--- config.mk ---
export PLATFORM = sky130hd
export DESIGN_NAME = j_addp_pipe
export DESIGN_NICKNAME = d
export VERILOG_FILES = /design/src/rtl/j_addp_pkg.sv /design/src/rtl/j_addp_slice.sv /design/src/rtl/j_addp_pipe.sv
export SDC_FILE = /design/constraint.sdc
export NUM_CORES = 1
export LEC_CHECK = 0
export CAP_MARGIN = 20
export CORE_MARGIN = 2
export CORE_UTILIZATION = 63
export CTS_CLUSTER_SIZE = 25
export DETAILED_ROUTE_END_ITERATION = 8
export DONT_BUFFER_PORTS = 1
export PLACE_DENSITY = 0.9
export SYNTH_ARGS = -nofsm -noshare
export SYNTH_HDL_FRONTEND = slang
export SYNTH_SLANG_ARGS = --single-unit
export TNS_END_PERCENT = 100
--- constraint.sdc ---
create_clock -name clk -period 4.47 [get_ports clk]
set_input_delay 0.447 -clock clk [delete_from_list [all_inputs] [get_ports clk]]
set_output_delay 0.447 -clock clk [all_outputs]
set_load 0.02 [all_outputs]
--- src/rtl/j_addp_pkg.sv ---
// ---------------------------------------------------------------------------
// j_addp_pkg
//   Shared definitions for the pipelined adder j_addp_pipe.
//   - j_addp_ctl_t : per-stage control record (valid, running carry, captured
//                    tap carry, captured msb-1 carry). The width-dependent part
//                    of a stage record (finished sum bits, pending a/b bits)
//                    sits beside it in the top as WIDTH-bit words.
//   - slice_width  : bits added per pipeline slice (WIDTH / STAGES).
//   - params_ok    : legality of a WIDTH / STAGES / TAP combination.
// ---------------------------------------------------------------------------
package j_addp_pkg;

  typedef struct packed {
    logic valid;   // beat present in this stage
    logic carry;   // carry out of the slice this stage finished
    logic tap;     // carry out of bit TAP-1, once that slice has been added
    logic msb1;    // carry out of bit WIDTH-2, once that slice has been added
  } j_addp_ctl_t;

  function automatic int unsigned slice_width(input int unsigned width,
                                              input int unsigned stages);
    return (stages == 0) ? width : width / stages;
  endfunction

  function automatic bit params_ok(input int unsigned width,
                                   input int unsigned stages,
                                   input int unsigned tap);
    return (stages >= 1) && (stages <= width) && ((width % stages) == 0) &&
           (tap >= 1) && (tap <= width - 1);
  endfunction

endpackage

--- src/rtl/j_addp_slice.sv ---
// ---------------------------------------------------------------------------
// j_addp_slice
//   Combinational SW-bit ripple full-adder slice.
//   Ports:
//     a, b  in  SW  operand bits of this slice
//     ci    in  1   carry into bit 0 of the slice
//     s     out SW  slice sum
//     co    out 1   carry out of the top bit of the slice
//     cv    out SW  per-bit carry-out vector (cv[i] = carry out of bit i),
//                   used by the pipeline to pick off the tap / msb-1 carries
// ---------------------------------------------------------------------------
module j_addp_slice #(
  parameter int unsigned SW = 8
) (
  input  logic [SW-1:0] a,
  input  logic [SW-1:0] b,
  input  logic          ci,
  output logic [SW-1:0] s,
  output logic          co,
  output logic [SW-1:0] cv
);

  always_comb begin
    logic cy;
    cy = ci;
    s  = '0;
    cv = '0;
    for (int i = 0; i < int'(SW); i++) begin
      s[i]  = a[i] ^ b[i] ^ cy;
      cy    = (a[i] & b[i]) | (cy & (a[i] ^ b[i]));
      cv[i] = cy;
    end
  end

  assign co = cv[SW-1];

endmodule

--- src/rtl/j_addp_pipe.sv ---
// ---------------------------------------------------------------------------
// j_addp_pipe
//   Pipelined WIDTH-bit adder/subtractor. The carry chain is cut into STAGES
//   slices of WIDTH/STAGES bits; slice k is added in stage k, with the carry
//   registered between slices. Full-rate valid/ready streaming, latency
//   STAGES cycles.
//
//   Parameters: WIDTH (multiple of STAGES), STAGES (1..WIDTH),
//               TAP (1..WIDTH-1, bit whose carry-out is reported on co_tap).
//
//   Ports:
//     clk, resetl          clock, asynchronous active-low reset
//     in_valid / in_ready  operand beat handshake
//     a, b, c, sub         operands, carry in, subtract (b inverted on capture)
//     out_valid/out_ready  result beat handshake
//     s                    sum (modulo 2^WIDTH)
//     co, co_msb1, co_tap  carries out of bits WIDTH-1, WIDTH-2, TAP-1
//     ovf                  signed overflow (co ^ co_msb1)
//     sat                  saturation applied to this beat
//
//   Handshake: a beat moves from one place to the next on a cycle where the
//   sender is valid and the receiver is ready. A stage is ready when it is
//   empty or its own content moves on in the same cycle, so in_ready is a
//   combinational function of out_ready and the stage valids; with a full
//   pipe and out_ready=1 a beat is accepted and one emitted in the same cycle.
//   While out_valid & !out_ready the last stage holds, so outputs are stable.
//
//   Build option J_ADDP_SAT_EN: when defined, an overflowing result is
//   clamped to the signed extreme of its true sign and sat is raised; the
//   carry and ovf outputs still report the raw, unclamped values. When not
//   defined, s is the raw sum and sat is tied to 0.
// ---------------------------------------------------------------------------
module j_addp_pipe
  import j_addp_pkg::*;
#(
  parameter int unsigned WIDTH  = 32,
  parameter int unsigned STAGES = 4,
  parameter int unsigned TAP    = 24
) (
  input  logic             clk,
  input  logic             resetl,
  input  logic             in_valid,
  output logic             in_ready,
  input  logic [WIDTH-1:0] a,
  input  logic [WIDTH-1:0] b,
  input  logic             c,
  input  logic             sub,
  output logic             out_valid,
  input  logic             out_ready,
  output logic [WIDTH-1:0] s,
  output logic             co,
  output logic             co_msb1,
  output logic             co_tap,
  output logic             ovf,
  output logic             sat
);

  localparam int unsigned SW         = slice_width(WIDTH, STAGES);
  localparam int unsigned TAP_SLICE  = (TAP - 1) / SW;
  localparam int unsigned TAP_BIT    = (TAP - 1) % SW;
  localparam int unsigned MSB1_SLICE = (WIDTH - 2) / SW;
  localparam int unsigned MSB1_BIT   = (WIDTH - 2) % SW;

  if (!params_ok(WIDTH, STAGES, TAP)) begin : g_bad_params
    $error("j_addp_pipe: illegal WIDTH/STAGES/TAP combination");
  end

  // Stage registers. Sum bits are shifted in from the top so that after the
  // last slice every finished slice sits at its own bit position; pending
  // operand bits shift down so the next slice always reads bits [SW-1:0].
  j_addp_ctl_t      ctl_q [STAGES];
  logic [WIDTH-1:0] sum_q [STAGES];
  logic [WIDTH-1:0] a_q   [STAGES];
  logic [WIDTH-1:0] b_q   [STAGES];

  logic [STAGES-1:0] stage_valid;
  logic [STAGES-1:0] stage_ready;
  logic [WIDTH-1:0]  b_eff;

  assign b_eff = b ^ {WIDTH{sub}};

  // Ready ripples back from out_ready through the stages.
  always_comb begin
    stage_ready = '0;
    stage_ready[STAGES-1] = !stage_valid[STAGES-1] | out_ready;
    for (int k = int'(STAGES) - 2; k >= 0; k--) begin
      stage_ready[k] = !stage_valid[k] | stage_ready[k+1];
    end
  end

  assign in_ready = stage_ready[0];

  for (genvar k = 0; k < STAGES; k++) begin : g_stage
    // One-hot picks of the slice carry vector; all-zero in slices that do
    // not own the tapped bit.
    localparam logic [SW-1:0] TAP_MASK  = (k == TAP_SLICE)  ? (SW'(1) << TAP_BIT)  : SW'(0);
    localparam logic [SW-1:0] MSB1_MASK = (k == MSB1_SLICE) ? (SW'(1) << MSB1_BIT) : SW'(0);

    logic             prev_v;
    logic             prev_ci;
    logic             prev_tap;
    logic             prev_msb1;
    logic [WIDTH-1:0] prev_sum;
    logic [WIDTH-1:0] prev_a;
    logic [WIDTH-1:0] prev_b;
    logic [SW-1:0]    sl_s;
    logic [SW-1:0]    sl_cv;
    logic             sl_co;

    if (k == 0) begin : g_first
      assign prev_v    = in_valid;
      assign prev_ci   = c;
      assign prev_tap  = 1'b0;
      assign prev_msb1 = 1'b0;
      assign prev_sum  = '0;
      assign prev_a    = a;
      assign prev_b    = b_eff;
    end else begin : g_chain
      assign prev_v    = ctl_q[k-1].valid;
      assign prev_ci   = ctl_q[k-1].carry;
      assign prev_tap  = ctl_q[k-1].tap;
      assign prev_msb1 = ctl_q[k-1].msb1;
      assign prev_sum  = sum_q[k-1];
      assign prev_a    = a_q[k-1];
      assign prev_b    = b_q[k-1];
    end

    j_addp_slice #(
      .SW (SW)
    ) u_slice (
      .a  (prev_a[SW-1:0]),
      .b  (prev_b[SW-1:0]),
      .ci (prev_ci),
      .s  (sl_s),
      .co (sl_co),
      .cv (sl_cv)
    );

    assign stage_valid[k] = ctl_q[k].valid;

    always_ff @(posedge clk or negedge resetl) begin
      if (!resetl) begin
        ctl_q[k] <= '0;
        sum_q[k] <= '0;
        a_q[k]   <= '0;
        b_q[k]   <= '0;
      end else if (stage_ready[k]) begin
        ctl_q[k].valid <= prev_v;
        if (prev_v) begin
          sum_q[k]       <= (prev_sum >> SW) | (WIDTH'(sl_s) << (WIDTH - SW));
          a_q[k]         <= prev_a >> SW;
          b_q[k]         <= prev_b >> SW;
          ctl_q[k].carry <= sl_co;
          // Earlier slices leave these 0; the owning slice sets them once
          // and later slices just carry them along with the beat.
          ctl_q[k].tap   <= prev_tap  | (|(sl_cv & TAP_MASK));
          ctl_q[k].msb1  <= prev_msb1 | (|(sl_cv & MSB1_MASK));
        end
      end
    end
  end

  logic [WIDTH-1:0] raw_s;

  assign raw_s     = sum_q[STAGES-1];
  assign out_valid = ctl_q[STAGES-1].valid;
  assign co        = ctl_q[STAGES-1].carry;
  assign co_msb1   = ctl_q[STAGES-1].msb1;
  assign co_tap    = ctl_q[STAGES-1].tap;
  assign ovf       = co ^ co_msb1;

`ifdef J_ADDP_SAT_EN
  // On overflow the raw sign bit is the wrong one: a set raw MSB means the
  // true result was positive, so clamp to 0111..1, otherwise to 1000..0.
  assign s   = ovf ? {~raw_s[WIDTH-1], {(WIDTH-1){raw_s[WIDTH-1]}}} : raw_s;
  assign sat = ovf;
`else
  assign s   = raw_s;
  assign sat = 1'b0;
`endif

endmodule

==> results.sh, run 1 <==
export IMPL_final_common_cell="dfrtp_1"
export IMPL_grt_use_total_pct=21.9
export IMPL_max_cap_viol_count=0
export IMPL_die_y_um=117
export IMPL_nets=625
export IMPL_initial_utilization_pct=64.3
export IMPL_hold_path_class="in2async"
export IMPL_layout_drive_gt1_share_pct=36.8
export IMPL_required_ns=4.82
export IMPL_ant_nets=0
export IMPL_die_w_um=117
export IMPL_p_per_area_mw_per_mm2=646
export IMPL_drv_slew=0
export IMPL_ys_ff_latch=186
export IMPL_final_period_utilization_pct=90.2
export IMPL_path_class="reg2reg"
export IMPL_gp_congestion=0.811
export IMPL_rsz0062_at_grt="false"
export IMPL_yosys_warnings=0
export IMPL_cts_tree="built"
export IMPL_worstPathArrival_ns=4.38
export IMPL_cts_num_sinks=186
export IMPL_fin_util_pct=70.4
export IMPL_via_per_inst=5.56
export IMPL_wl_met3_um=679
export IMPL_critPathCapture="g_stage[2].prev_sum[31]"
export IMPL_p_total_w=0.00572
export IMPL_place_area_mm2=0.00821
export IMPL_setup_worst_path_end_class="flip-flop"
export IMPL_routed_wl_um=13900
export IMPL_status="finished, violations left"
export IMPL_hold_viol_final=186
export IMPL_postLayoutCellArea_mm2=0.00885
export IMPL_grt_pass1_wl_um=21900
export IMPL_met2_length_um=7280
export IMPL_yosysSeqAreaShare_pct=57.6
export IMPL_finalSetupViolCount=0
export IMPL_cts_clk_slew_worst_paths_ns=0.07
export IMPL_r2r_start="g_stage[1].prev_ci"
export IMPL_crit_start="g_stage[1].prev_ci"
export IMPL_mappedNetlistArea_mm2=0.00809
export IMPL_clock_latency_ns=0.43
export IMPL_clock_skew_final_ns=0.0103
export IMPL_rr_endpoint="g_stage[2].prev_sum[31]"
export IMPL_layout_common_cells="186 x dfrtp_1, 138 x mux2_2, 44 x inv_1"
export IMPL_ios=109
export IMPL_portBuffers=0
export IMPL_synth_area_leader_cell="dfrtp_1"
export IMPL_grt_max_degree=187
export IMPL_die_area_mm2=0.0138
export IMPL_drt_iter0_markers=235
export IMPL_clockRootBuffer="clkbuf_16"
export IMPL_violations="negative hold slack"
export IMPL_fp_row_count=41
export IMPL_numCtsBuffers=17
export IMPL_core_mm2=0.0126
export IMPL_max_freq_mhz=248
export IMPL_hold_ws_ns=-0.289
export IMPL_htree_levels=4
export IMPL_met1_length_um=5610
export IMPL_rr_worst_depth=12
export IMPL_routed_top_layer="met4"
export IMPL_cts_setup_buffers=0
export IMPL_grt_pass1_vias=4222
export IMPL_synth_area_top_cells="dfrtp_1 58%, mux2_2 19%, fa_1 7.9%"
export IMPL_tightestPinTransition_ns=0.990
export IMPL_dp_hpwl_um=8830
export IMPL_ys_types=20
export IMPL_syn_num_nets=626
export IMPL_finalSetupTns_ns=0
export IMPL_reg2reg_setup_slack_ns=0.44
export IMPL_max_slew_margin_pct=33.7
export IMPL_drtPass1Iterations=4
export IMPL_cp_max_fo=2
export IMPL_cts_resized=0
export IMPL_syn_area_per_cell_um2=15.4
export IMPL_via_count=3940
export IMPL_p_leak_nw=3.97
export IMPL_cp_start_kind="flip-flop"
export IMPL_ir_worst_vdd_v=0.000362
export IMPL_synthCells=524
export IMPL_areaGrowthSynthToFinish_pct=9.42
export IMPL_yosysTopAreaCellShare_pct=57.6
export IMPL_drcViolationCount=0
export IMPL_antenna_found_initial=0
export IMPL_wl_per_cell_um=19.6
export IMPL_finalCriticalPeriod_ns=4.03
export IMPL_overflow=0
export IMPL_clockBufferDepth=2
[cells in the mapped netlist]
cell type	n
buf_4	2
mux2_4	22
conb_1	1
nand3b_1	1
mux2i_1	13
o21ai_0	18
buf_6	4
dfrtp_1	186
xnor2_1	8
nand2_1	5
buf_2	15
xor2_1	25
mux2_2	138
fa_1	32
and4b_1	1
a21boi_2	1
nand2b_1	4
nand4b_1	1
clkbuf_1	3
inv_1	44
[worst min path at each step]
stage	from	end	slack, ns
2_1_floorplan	resetl	co	0.15
3_3_place_gp	resetl	g_stage[1].prev_a[5]	0.16
3_5_place_dp	resetl	g_stage[1].prev_b[6]	0.16
4_1_cts	resetl	s[14]	-0.31
5_1_grt	resetl	s[12]	-0.31
6_report	resetl	s[12]	-0.29
[worst max-delay path, stage by stage, from the launching register on]
cell	delay [ns]
dfrtp_1	0.41
fa_1	0.43
inv_1	0.08
fa_1	0.15
inv_1	0.06
fa_1	0.46
fa_1	0.47
fa_1	0.45
fa_1	0.39
fa_1	0.38
inv_1	0.08
fa_1	0.42
o21ai_0	0.18
[area by class of cell]
class                   instances  area, um^2
diodes                          1        2.50
clock buffers                  21         450
clock inverters                11         145
fillers                       790        3720
inverters                      44         165
multi-input cells             270        3130
flip-flops and latches        186        4650
well taps                     172         215
repair buffers                  4        80.1
[sequential cells by signal, indices dropped and copies added (netlist names)]
name              flops
g_stage.prev_v        3
co_msb1               1
s                    32
co                    1
co_tap                1
g_stage.prev_a       48
out_valid             1
g_stage.prev_b       48
g_stage.prev_ci       2
g_stage.prev_sum     48
g_stage.prev_tap      1
[metal layers]
layer	global-route usage [%]	vias to the layer above
met1	26.6	2087
met2	36.8	86
met4	9.18	0
li1	-	1742
met3	6.69	25
met5	0	-
[metrics by stage]
| step | cells | setup WS (ns) |
|---|---|---|
| 3_5_place_dp | 674 | 0.397 |
| 2_1_floorplan | 524 | 0.117 |
| 5_1_grt | 708 | 0.257 |
| 4_1_cts | 706 | 0.415 |
| 3_3_place_gp | 673 | 0.480 |
| 6_report | 709 | 0.440 |
[cell families after synthesis]
group                      count (synthesis)  share of synthesized area (%)
adders and majority gates                 32                           7.92
xor gates and xnor gates                  33                           3.57
buffers and inverters                     68                           3.85
muxes                                    173                           24.9
AOI/OAI and AO/OA                         19                           1.25
and+or+nand+nor                           12                          0.867
DFF                                      186                           57.6
other                                      1                         0.0464
[where the power goes]
part / internal (W) / switching, W
clock network: 0.000894 / 0.000627
logic: 0.000771 / 0.000526
registers: 0.00231 / 0.000594
total: 0.00397 / 0.00175
Note: power is estimated with default switching activity, not from simulation.
==> run 2: changes to the inputs <==
--- a/config.mk
+++ b/config.mk
@@ -8,4 +8,6 @@
 export CAP_MARGIN = 20
+export CELL_PAD_IN_SITES_DETAIL_PLACEMENT = 0
+export CELL_PAD_IN_SITES_GLOBAL_PLACEMENT = 1
 export CORE_MARGIN = 2
-export CORE_UTILIZATION = 63
+export CORE_UTILIZATION = 53
 export CTS_CLUSTER_SIZE = 25
@@ -14,2 +16,3 @@
 export PLACE_DENSITY = 0.9
+export SETUP_SLACK_MARGIN = 0.3
 export SYNTH_ARGS = -nofsm -noshare
==> constraint.sdc (replaced) <==
create_clock -name clk -period 4.47 [get_ports clk]
set_input_delay 0.6705 -clock clk [delete_from_list [all_inputs] [get_ports clk]]
set_output_delay 0.6705 -clock clk [all_outputs]
set_load 0.02 [all_outputs]
==> run 2 against run 1 <==
Critical endpoint unchanged. The flow still finishes with violations (negative hold slack). Sequential share of layout area is 0.38 points lower. Sequential cell count is the same. Clock-buffer cell count up 1. Largest cell class unchanged. Clock skew down 0.0039 ns. Critical path type unchanged. Hold slack gained 0.23 ns.
==> results.sh, run 2 (synthesized netlist as in run 1, its figures left out) <==
export IMPL_ant_nets=0
export IMPL_die_w_um=128
export IMPL_max_freq_mhz=253
export IMPL_clock_skew_final_ns=0.00633
export IMPL_finalCriticalPeriod_ns=3.96
export IMPL_fill_cells=1146
export IMPL_layout_drive_gt1_share_pct=37.7
export IMPL_htree_levels=4
export IMPL_wl_per_cell_um=18.9
export IMPL_worstPathArrival_ns=4.31
export IMPL_crit_family="adder cells"
export IMPL_status="finished, violations left"
export IMPL_clockBufferDepth=2
export IMPL_via_per_inst=5.43
export IMPL_portBuffers=0
export IMPL_hold_ws_ns=-0.0542
export IMPL_max_slew_margin_pct=34.6
export IMPL_drt_iter0_markers=185
export IMPL_cts_tree="built"
export IMPL_drcViolationCount=0
export IMPL_drtPass1Iterations=4
export IMPL_max_cap_viol_count=0
export IMPL_cp_max_fo=2
export IMPL_cpPeakStageDelay_ns=0.48
export IMPL_diodes=0
export IMPL_p_leak_nw=3.98
export IMPL_clockRootBuffer="clkbuf_16"
export IMPL_overflow=0
export IMPL_crit_chain="fa_1 > inv_1 > fa_1 > inv_1 > fa_1 > fa_1 > fa_1 > fa_1 > fa_1 > inv_1 > fa_1 > o21ai_1"
export IMPL_ios=109
export IMPL_dp_hpwl_um=8980
export IMPL_grt_max_degree=187
export IMPL_antenna_found_initial=0
export IMPL_gp_congestion=0.768
export IMPL_routed_wl_um=13600
export IMPL_drv_slew=0
export IMPL_violations="negative hold slack"
export IMPL_cts_num_sinks=186
export IMPL_place_area_mm2=0.00824
export IMPL_layout_common_cells="186 x dfrtp_1, 138 x mux2_2, 44 x inv_1"
export IMPL_grt_pass1_wl_um=22900
export IMPL_fp_row_count=45
export IMPL_setup_worst_path_end_class="flip-flop"
export IMPL_final_period_utilization_pct=88.5
export IMPL_clock_latency_ns=0.42
export IMPL_crit_path_frequent_cell="fa_1"
export IMPL_cts_setup_buffers=0
export IMPL_ir_worst_vdd_v=0.000307
export IMPL_initial_utilization_pct=53.8
export IMPL_hold_path_class="in2async"
export IMPL_areaGrowthSynthToFinish_pct=10.2
export IMPL_cts_clk_slew_worst_paths_ns=0.06
export IMPL_postLayoutCellArea_mm2=0.00891
export IMPL_required_ns=4.82
export IMPL_grt_pass1_vias=4386
export IMPL_die_y_um=128
export IMPL_cp_start_kind="flip-flop"
export IMPL_p_per_area_mw_per_mm2=649
export IMPL_path_class="reg2reg"
export IMPL_numCtsBuffers=17
export IMPL_via_count=3930
export IMPL_fin_util_pct=59.3
export IMPL_finalSetupTns_ns=0
export IMPL_core_mm2=0.0150
export IMPL_final_common_cell="dfrtp_1"
export IMPL_tightestPinTransition_ns=0.978
export IMPL_slowest_stage="fa_1"
export IMPL_nets=625
export IMPL_finalSetupViolCount=0
export IMPL_path_buf_inv=3
export IMPL_die_area_mm2=0.0163
export IMPL_hold_viol_final=186
export IMPL_rsz0062_at_grt="false"
export IMPL_grt_use_total_pct=18.4
run 2: path summary, 6_finish.rpt:
path	depth (start not counted)	endpoint	slack (ns)	startpoint
worst min register to register	1	g_stage[3].prev_sum[9]	0.50	g_stage[2].prev_sum[17]
worst max register to register	12	g_stage[2].prev_sum[31]	0.51	g_stage[1].prev_ci
max in group asynchronous	0	s[10]	4.30	resetl
min in group clk	1	g_stage[1].prev_v	0.36	in_valid
worst min-delay path	0	g_stage[2].prev_a[11]	-0.05	resetl
worst max-delay path	12	g_stage[2].prev_sum[31]	0.51	g_stage[1].prev_ci
run 2: through the flow:
step	setup WS, ns	instances	hold WS (ns)	total power (W)
2_1_floorplan	0.169	524	0.375	0.00386
3_3_place_gp	0.436	690	0.380	0.00412
3_5_place_dp	0.351	691	0.380	0.00423
4_1_cts	0.450	723	-0.0721	0.00586
5_1_grt	0.322	724	-0.0824	0.00617
6_report	0.512	724	-0.0542	0.00579
run 2: worst register-to-register path, stage by stage, from the launching register on:
cell     delay, ns
dfrtp_1       0.40
fa_1          0.41
inv_1         0.07
fa_1          0.16
inv_1         0.06
fa_1          0.45
fa_1          0.48
fa_1          0.46
fa_1          0.39
fa_1          0.37
inv_1         0.08
fa_1          0.41
o21ai_1       0.15
run 2: what timing repair did:
item | in CTS | in global routing
setup endpoints to repair | 0 | 1
resized for setup | 0 | 1
endpoints found under the hold margin | 186 | 186
run 2: cell type report:
type / count / area, um^2 / area share [%]
Clock buffer: 22 / 484 / 5.43
Clock inverter: 10 / 164 / 1.84
Inverter: 44 / 165 / 1.85
Multi-Input combinational cell: 270 / 3140 / 35.3
Sequential cell: 186 / 4650 / 52.2
Tap cell: 188 / 235 / 2.64
Timing Repair Buffer: 4 / 67.6 / 0.758
run 2: power by group:
group / internal [W] / total [W] / switching, W
Clock: 0.000996 / 0.00161 / 0.000615
Sequential: 0.00231 / 0.00290 / 0.000594
Combinational: 0.000766 / 0.00128 / 0.000509
Total: 0.00407 / 0.00579 / 0.00172
run 2: layer usage:
layer | routed length, um | track usage (%) | part of all wire (%)
met1 | 5710 | 23.0 | 42
met2 | 7050 | 30.5 | 52
met3 | 626 | 6.20 | 4.6
met4 | 268 | 6.33 | 2.0
met5 | 0 | 0 | 0
==> run 3: changes to the inputs <==
- CORE_UTILIZATION: 53 -> 46
- DONT_BUFFER_PORTS: 1 -> unset
- PLACE_DENSITY: 0.9 -> 0.91
==> run 3 against run 2 <==
The run now ends clean. Sequential share of layout area shrank 5.6 points. Register-to-register slack hardly changed. Clock-buffer cell count decreased by 4. Critical path depth rose by 2. Highest routed layer unchanged.
==> results.sh, run 3 (synthesized netlist as in run 1, its figures left out) <==
export IMPL_crit_chain="clkdlybuf4s50_1 > xnor2_1 > fa_2 > inv_1 > fa_1 > inv_1 > fa_2 > fa_2 > fa_2 > fa_2 > fa_1 > inv_1 > fa_1 > mux2_4"
export IMPL_max_freq_mhz=248
export IMPL_routed_wl_um=13900
export IMPL_p_leak_nw=4.39
export IMPL_overflow=0
export IMPL_slowest_stage="clkdlybuf4s50_1"
export IMPL_drv_slew=0
export IMPL_cts_resized=0
export IMPL_status="finished, final reports clean"
export IMPL_drcViolationCount=0
export IMPL_multi_input_area_mm2=0.00315
export IMPL_grt_use_total_pct=16.6
export IMPL_numCtsBuffers=17
export IMPL_htree_levels=4
export IMPL_path_class="in2reg"
export IMPL_diodes=0
export IMPL_crit_family="adder cells"
export IMPL_via_count=4280
export IMPL_hold_ws_ns=0.361
export IMPL_rr_endpoint="g_stage[2].prev_sum[31]"
export IMPL_clockBufferDepth=2
export IMPL_grt_max_degree=116
export IMPL_rsz0062_at_grt="false"
export IMPL_via_per_inst=4.91
export IMPL_cts_num_sinks=186
export IMPL_portBuffers=107
export IMPL_grt_pass1_wl_um=23600
export IMPL_tightestPinTransition_ns=0.965
export IMPL_drt_iter0_markers=166
export IMPL_layout_common_cells="186 x dfrtp_1, 138 x mux2_2, 105 x clkdlybuf4s50_1"
export IMPL_max_slew_margin_pct=35.4
export IMPL_finalSetupViolCount=0
export IMPL_core_mm2=0.0172
export IMPL_worstPathArrival_ns=4.35
export IMPL_ir_worst_vdd_v=0.000276
export IMPL_rr_worst_depth=12
export IMPL_cpPeakStageDelay_ns=0.41
export IMPL_hold_buffers=0
export IMPL_initial_utilization_pct=46.9
export IMPL_die_area_mm2=0.0187
export IMPL_reg2reg_setup_slack_ns=0.51
export IMPL_clockRootBuffer="clkbuf_16"
export IMPL_die_w_um=137
export IMPL_clock_latency_ns=0.42
export IMPL_fin_cells=871
export IMPL_grt_pass1_vias=4741
export IMPL_dp_hpwl_um=9570
export IMPL_setup_worst_path_end_class="flip-flop"
export IMPL_r2r_start="g_stage[1].prev_ci"
export IMPL_hold_path_class="in2async"
export IMPL_cp_max_fo=1
export IMPL_crit_path_frequent_cell="fa_2"
export IMPL_p_total_w=0.00608
export IMPL_cts_clk_slew_worst_paths_ns=0.07
export IMPL_final_period_utilization_pct=90.3
export IMPL_required_ns=4.78
export IMPL_ios=109
export IMPL_cts_setup_buffers=0
export IMPL_max_cap_viol_count=0
export IMPL_p_per_area_mw_per_mm2=608
export IMPL_nets=735
export IMPL_clock_skew_final_ns=0.00776
export IMPL_finalCriticalPeriod_ns=4.04
export IMPL_hold_viol_final=0
export IMPL_antenna_found_initial=0
export IMPL_areaGrowthSynthToFinish_pct=23.5
export IMPL_gp_congestion=0.761
export IMPL_drtPass1Iterations=4
export IMPL_cp_start_kind="input pin"
export IMPL_layout_drive_gt1_share_pct=32.5
export IMPL_final_seq_area_mm2=0.00465
export IMPL_ant_nets=0
export IMPL_cts_tree="built"
export IMPL_fp_row_count=48
export IMPL_wl_per_cell_um=15.9
export IMPL_fill_cells=1325
export IMPL_die_y_um=137
export IMPL_final_common_cell="dfrtp_1"
export IMPL_path_buf_inv=4
export IMPL_dpl_cell_count=838
-- run 3: cell count changes in the layout (fill, tap and decap cells not counted), moves of 3 or more --
cell             before  now
fa_1                 29   26
inv_6                 0    5
buf_4                 1    5
clkbuf_8              4    1
fa_2                  3    6
clkdlybuf4s50_1       0  105
-- run 3: area by class of cell --
| class | instances | share of cell area (%) |
|---|---|---|
| Tap cell | 225 | 2.82 |
| Multi-Input combinational cell | 270 | 31.5 |
| Inverter | 44 | 1.65 |
| Timing Repair Buffer | 114 | 11.5 |
| Clock inverter | 14 | 1.62 |
| Clock buffer | 18 | 4.30 |
| Sequential cell | 186 | 46.6 |
-- run 3: worst max-delay path by stage --
stage                     slack, ns  start  cells past startpoint                       to
after detailed placement      -0.09   b[0]                     14  g_stage[1].prev_sum[31]
after CTS                      0.34   b[0]                     14  g_stage[1].prev_sum[31]
final                          0.43   b[0]                     14  g_stage[1].prev_sum[31]
after floorplan                0.17    sub                     15  g_stage[1].prev_sum[31]
after global placement        -0.06   a[0]                     14  g_stage[1].prev_sum[31]
after global routing           0.31   b[0]                     14  g_stage[1].prev_sum[31]
-- run 3: power breakdown --
group	total, W	internal [W]	switching [W]
Clock	0.00148	0.000838	0.000646
Combinational	0.00193	0.00110	0.000824
Sequential	0.00267	0.00231	0.000359
-- run 3: through the flow --
step / area (um^2) / utilization (%) / setup WS [ns] / setup TNS [ns]
3_3_place_gp: 9350 / 54.2 / -0.0565 / -0.0565
5_1_grt: 9990 / 57.9 / 0.305 / 0
6_report: 9990 / 57.9 / 0.435 / 0
4_1_cts: 9960 / 57.8 / 0.345 / 0
3_5_place_dp: 9370 / 54.4 / -0.0866 / -0.0866
2_1_floorplan: 8100 / - / 0.169 / 0
-- run 3: per-layer routing --
metal / track usage [%] / wire length (um)
met5: 0 / 0
met4: 5.73 / 189
met3: 3.33 / 431
met2: 27.8 / 7230
met1: 21.6 / 6040
